[src/rtl/crc_frame_ctrl.sv]
// crc_frame_ctrl: frames a valid/ready bit stream into FRAME_BITS-bit frames and sequences the serial CRC-8 checker.
// Latency: frame_done_o rises FLAG_LAT+1 cycles after the last accepted bit; frames are separated by FLAG_LAT+1 not-ready cycles.
// Backpressure: bit_ready_o is high only in SHIFT while enable_i is high; upstream holds bit_i/bit_valid_i until accepted.
//
// Ports: clk_i/rst_i (sync active-high reset); enable_i level run/abort; bit_i/bit_valid_i/bit_ready_o input stream;
//        crc_clr_o/crc_en_o/crc_data_o/crc_capture_o drive the checker, crc_flag_i is its mismatch result;
//        frame_done_o/frame_ok_o per-frame result; frame_cnt_o/err_cnt_o saturating counters; locked_o stop-on-error status.
// Build option: define CRC_FRAME_CTRL_STOP_ON_ERR_EN to lock up after the first failed frame until rst_i.
module crc_frame_ctrl #(
    parameter int FRAME_BITS = 72,
    parameter int FLAG_LAT   = 1,
    parameter int CNT_W      = 16
) (
    input  logic             clk_i,
    input  logic             rst_i,
    input  logic             enable_i,
    input  logic             bit_i,
    input  logic             bit_valid_i,
    output logic             bit_ready_o,
    output logic             crc_clr_o,
    output logic             crc_en_o,
    output logic             crc_data_o,
    output logic             crc_capture_o,
    input  logic             crc_flag_i,
    output logic             frame_done_o,
    output logic             frame_ok_o,
    output logic [CNT_W-1:0] frame_cnt_o,
    output logic [CNT_W-1:0] err_cnt_o,
    output logic             locked_o
);

    localparam int BW = $clog2(FRAME_BITS);
    localparam int WW = (FLAG_LAT > 1) ? $clog2(FLAG_LAT) : 1;
    localparam logic [BW-1:0] LAST_BIT  = BW'(FRAME_BITS - 1);
    localparam logic [WW-1:0] LAST_WAIT = WW'(FLAG_LAT - 1);
    localparam logic [CNT_W-1:0] CNT_MAX = {CNT_W{1'b1}};

    typedef enum logic [2:0] {
        S_IDLE,
        S_SHIFT,
        S_WAIT,
        S_DONE,
        S_LOCK
    } state_t;

    state_t           r_state;
    logic [BW-1:0]    r_bit_cnt;
    logic [WW-1:0]    r_wait_cnt;
    logic             r_ready;
    logic             r_clr;
    logic             r_done;
    logic             r_ok;
    logic [CNT_W-1:0] r_frame_cnt;
    logic [CNT_W-1:0] r_err_cnt;
`ifdef CRC_FRAME_CTRL_STOP_ON_ERR_EN
    logic             r_locked;
`endif

    logic w_accept;
    logic w_last;

    // Ready is qualified by enable_i so that a bit offered in the abort cycle
    // is never handshaken and then silently dropped; this also guarantees no
    // capture strobe can fire in the cycle the frame is being abandoned.
    assign bit_ready_o   = r_ready & enable_i;
    assign w_accept      = bit_valid_i & bit_ready_o;
    assign w_last        = (r_bit_cnt == LAST_BIT);
    assign crc_data_o    = bit_i & bit_ready_o;
    assign crc_en_o      = w_accept & ~w_last;
    assign crc_capture_o = w_accept & w_last;
    assign crc_clr_o     = r_clr;
    assign frame_done_o  = r_done;
    assign frame_ok_o    = r_ok;
    assign frame_cnt_o   = r_frame_cnt;
    assign err_cnt_o     = r_err_cnt;
`ifdef CRC_FRAME_CTRL_STOP_ON_ERR_EN
    assign locked_o      = r_locked;
`else
    assign locked_o      = 1'b0;
`endif

    always_ff @(posedge clk_i) begin
        if (rst_i) begin
            r_state     <= S_IDLE;
            r_bit_cnt   <= '0;
            r_wait_cnt  <= '0;
            r_ready     <= 1'b0;
            r_clr       <= 1'b0;
            r_done      <= 1'b0;
            r_ok        <= 1'b0;
            r_frame_cnt <= '0;
            r_err_cnt   <= '0;
`ifdef CRC_FRAME_CTRL_STOP_ON_ERR_EN
            r_locked    <= 1'b0;
`endif
        end else begin
            r_clr  <= 1'b0;
            r_done <= 1'b0;
            case (r_state)
                S_IDLE: begin
                    if (enable_i) begin
                        r_state   <= S_SHIFT;
                        r_clr     <= 1'b1;
                        r_ready   <= 1'b1;
                        r_bit_cnt <= '0;
                    end
                end
                S_SHIFT: begin
                    if (!enable_i) begin
                        // Abort: drop the partial frame, results untouched.
                        r_state   <= S_IDLE;
                        r_ready   <= 1'b0;
                        r_bit_cnt <= '0;
                    end else if (w_accept) begin
                        if (w_last) begin
                            r_state    <= S_WAIT;
                            r_ready    <= 1'b0;
                            r_bit_cnt  <= '0;
                            r_wait_cnt <= '0;
                        end else begin
                            r_bit_cnt <= r_bit_cnt + 1'b1;
                        end
                    end
                end
                S_WAIT: begin
                    if (r_wait_cnt == LAST_WAIT) begin
                        // Counters are updated here so they already show the
                        // new totals while frame_done_o is high.
                        r_state <= S_DONE;
                        r_done  <= 1'b1;
                        r_ok    <= ~crc_flag_i;
                        if (r_frame_cnt != CNT_MAX) begin
                            r_frame_cnt <= r_frame_cnt + 1'b1;
                        end
                        if (crc_flag_i && (r_err_cnt != CNT_MAX)) begin
                            r_err_cnt <= r_err_cnt + 1'b1;
                        end
                    end else begin
                        r_wait_cnt <= r_wait_cnt + 1'b1;
                    end
                end
                S_DONE: begin
`ifdef CRC_FRAME_CTRL_STOP_ON_ERR_EN
                    if (!r_ok) begin
                        r_state  <= S_LOCK;
                        r_locked <= 1'b1;
                    end else
`endif
                    if (enable_i) begin
                        r_state <= S_SHIFT;
                        r_clr   <= 1'b1;
                        r_ready <= 1'b1;
                    end else begin
                        r_state <= S_IDLE;
                    end
                end
`ifdef CRC_FRAME_CTRL_STOP_ON_ERR_EN
                S_LOCK: begin
                    r_state <= S_LOCK;
                end
`endif
                default: begin
                    r_state <= S_IDLE;
                    r_ready <= 1'b0;
                end
            endcase
        end
    end

endmodule

[config.mk]
export PLATFORM = sky130hd
export DESIGN_NAME = crc_frame_ctrl
export DESIGN_NICKNAME = d
export VERILOG_FILES = /design/src/rtl/crc_frame_ctrl.sv
export SDC_FILE = /design/constraint.sdc
export NUM_CORES = 1
export LEC_CHECK = 0
export CAP_MARGIN = 10
export CORE_AREA = 10 10 58 107
export CTS_BUF_LIST = sky130_fd_sc_hd__clkbuf_16
export CTS_CLUSTER_DIAMETER = 50
export DETAILED_ROUTE_END_ITERATION = 8
export DIE_AREA = 0 0 68 117
export PLACE_DENSITY = 0.81
export SLEW_MARGIN = 25
export SYNTH_ARGS = -nofsm -noshare
export SYNTH_HDL_FRONTEND = slang
export SYNTH_SLANG_ARGS = --single-unit
[constraint.sdc]
create_clock -name clk_i -period 4.7 [get_ports clk_i]
set_input_delay 0.94 -clock clk_i [delete_from_list [all_inputs] [get_ports clk_i]]
set_output_delay 0.94 -clock clk_i [all_outputs]
set_load 0.03 [all_outputs]
==> results by group <==
Power and ir drop
  • Sequential fraction of design power: about two fifths
  • LEAKAGE: around 1.0 nW
  • Share of power burned in combinational logic: about a quarter
  • Clock power frac: ~33%
  • Cell internal pwr: 0.719 mW
  • Switch Pwr: roughly 0.33 mW
  • VDD IR-drop max: between 0.3 and 0.4 mV
  • Pwr/cell area: 340 mW/mm²
  • Net Sw Frac: between 30% and 40%

Drt
  • Post-route ant nets: 0
  • Router iterations before antenna repair: 4
  • DR vias/cell: around 6
  • Vias: 2300
  • Detailed-route wire length: ~6000 µm
  • Initial DRC count: 138
  • Routed len/inst: approximately 16 µm
  • Residual DRC: 0

Layout
  • Fraction of layout cells with a size suffix above 1: between 10 and 15%
  • Most frequent cells in the layout: dfxtp_1, clkdlybuf4s50_1, a21oi_1
  • Util after Layout: 67.5%
  • Nets: between 300 and 400
  • Ant diodes: 0
  • Area delta synth->final: 24.4%
  • Most common cell after layout, fill and taps aside: dfxtp_1

Run
  • # Max-Cap Violations: 0

Clock network
  • Post-CTS Setup Repair Bufs: 0
  • # H-tree levels: 2
  • Worst skew pair latency: 0.28 ns
  • CTS tree: yes
  • Clk buf depth: 2
  • Post-CTS Resized: 0
  • CTS sink cnt: 45
  • CTS root buffer: clkbuf_16
  • CTS Hold Bufs: 0
  • Num CTS Buffers: 5
  • Clk slew on worst S/H paths: 0.06 ns

Critical path
  • Most used cell, CP: clkdlybuf4s50_1
  • Critical Path Sink Type: output port
  • Critical path fanouts, max: 9
  • Worst EP required: 3.76 ns
  • Number of buffers and inverters on the critical path: 2
  • Crit path max-delay family: buffers and inverters
  • Worst-path cell chain: clkdlybuf4s50_1 > and2_2 > nand2_1 > a21oi_1 > clkdlybuf4s50_1
  • Crit path depth: 5
  • Slowest CP cell: clkdlybuf4s50_1
  • Reg2Reg Depth: 6
  • Worst path arrival time: about 2.6 ns
  • Slowest Stage Delay on Critical Path: between 0.6 and 0.7 ns
  • Crit path kind: in -> out
  • Startpoint Class: input port

Synthesis
  • Seq/Total Area, Yosys: between 30% and 40%
  • Post-Synthesis Cells: 278
  • Synth cell types: 66
  • Syn_nets: between 200 and 300
  • Post-synth EDFFs: 0
  • Async SR Flop Fraction: 0%
  • Yosys reg bits: 45
  • Mapped Area: 0.00247 mm²
  • Syn. warnings: 0
  • Syn avg cell area: around 8.9 µm²
  • Top FF cell, synth: dfxtp_1

Global routing
  • Initial antenna violation count: 0
  • First-pass GRT wire length: about 10000 µm
  • Largest net degree at the start of global routing: 32
  • Overall Global Routing Usage: 16.2%
  • GRT overflow: 0
  • Vias in the first global route: 2285

STA
  • RSZ-0062 raised after global routing: false
  • Final Skew: roughly 0.0031 ns
  • Worst Tran Pin Value: around 0.65 ns
  • Fmax: between 200 and 300 MHz
  • Final count of negative-setup-slack endpoints: 0
  • Final hold vios: 0
  • Post-route minimum period: between 3 and 4 ns
  • Final Cycle Share: around 76%
  • Max-slew headroom: a little under three fifths
  • Slew Viols, Final: 0
  • Setup TNS: 0 ns

Floorplan
  • Die area: ~0.0080 mm²
  • Std cell rows: 35
  • Die W: 68 µm
  • Initial Util: approximately 54%
  • I/O pin count: 46
  • Vertical die dimension: roughly 120 µm
  • Core area: ~0.0046 mm²

Placement
  • Placer Congestion: a little over 0.8
  • Buffers added on ports: 44
  • Detailed placer's ending HPWL: roughly 4500 µm

Worst hold path
  • Worst Hold Depth: 2
  • Hold Crit Class: reg -> reg

Outcome
  • Status: finished clean
## path summary, 6_finish.rpt
check	endpoint	start	slack [ns]
worst min-delay path	r_bit_cnt[6]	r_bit_cnt[6]	0.49
worst min register to register	r_bit_cnt[6]	r_bit_cnt[6]	0.49
worst max-delay path	crc_en_o	enable_i	1.14
worst max register to register	err_cnt_o[15]	r_state[0]	2.08
## metal layers
metal  share of wire [%]  wire length (µm)  track usage (%)  up-vias
li1                    -                 -                -     1142
met1                  38              2320             15.9     1089
met2                  54              3340             29.8       54
met3                 5.2               318             4.29       15
met4                 2.6               162             7.29        0
met5                   0                 0                0        -
## layout make-up
cell class / instances / area, µm²
Sequential cell: 45 / 901
Fill cell: 387 / 1480
Tap cell: 55 / 68.8
Multi-Input combinational cell: 217 / 1500
Timing Repair Buffer: 45 / 448
Inverter: 5 / 18.8
Clock buffer: 5 / 125
Clock inverter: 3 / 17.5
## Yosys cell counts, types with 2 or more instances
master	count	share of area, %
nor4_4	2	1.7
nand2b_1	4	1.0
o21ai_0	9	1.8
mux2i_1	3	1.2
nand3_1	11	2.2
nand2_1	17	2.6
inv_1	5	0.76
or3_1	8	2.0
a211oi_1	6	1.8
nand4_1	11	2.8
ha_1	7	3.5
and2_1	2	0.51
a21oi_1	28	5.7
dfxtp_1	45	36
nor3_1	3	0.61
buf_1	2	0.30
nand4_2	2	1.0
nor3b_1	2	0.61
and4b_1	2	0.81
nor3_2	2	0.81
o31ai_1	13	3.9
and3_1	3	0.76
mux2_4	2	1.2
a31oi_1	2	0.51
nor2_1	20	3.0
or4_1	13	3.9
clkbuf_1	4	0.61
buf_2	3	0.61
o21bai_1	2	0.61
nor2b_1	6	1.5
xnor2_1	2	0.71
and4_4	2	0.91
and4_1	2	0.71
## flip-flops by register name, summed over array words and instances, names as in the netlist
name / cells
r_bit_cnt: 7
frame_ok_o: 1
err_cnt_o: 16
r_state: 2
frame_cnt_o: 16
r_ready: 1
frame_done_o: 1
crc_clr_o: 1
## metrics by stage
stage | hold slack (ns) | worst slack, ns | cell area [µm²] | total power, mW | cells
global route | 0.511 | 1.07 | 3080 | 1.10 | 375
detailed placement | 0.488 | 1.13 | 2930 | 0.712 | 367
finish | 0.491 | 1.14 | 3080 | 1.05 | 375
floorplan | 0.453 | 2.01 | 2470 | 0.648 | 278
CTS | 0.497 | 1.13 | 3080 | 1.06 | 375
global placement | 0.467 | 1.17 | 2930 | 0.704 | 367
## cell families after synthesis
group / count (synthesis) / share of synthesized area (%)
other: 1 / 0.152
DFF: 45 / 36.4
xor gates and xnor gates: 3 / 1.06
buffers and inverters: 16 / 3.04
adders and majority gates: 7 / 3.54
muxes: 8 / 3.90
and+or+nand+nor: 129 / 34.2
AOI/OAI and AO/OA: 69 / 17.7
## power by group through the flow
stage / Combinational (mW) / Clock, mW / Sequential (mW)
after floorplan: 0.183 / 0 / 0.465
after global placement: 0.258 / 0 / 0.446
after detailed placement: 0.265 / 0 / 0.446
after CTS: 0.269 / 0.351 / 0.439
after global routing: 0.294 / 0.364 / 0.443
final: 0.266 / 0.342 / 0.438
## worst register-to-register path: stages, from the launching register on
cell and delay [ns]:
dfxtp_1 0.34, inv_1 0.11, ha_1 0.55, nand4_1 0.53, or3_1 0.49, or4_1 0.41
a21oi_1 0.14
Power figures use the tool's default switching activity.
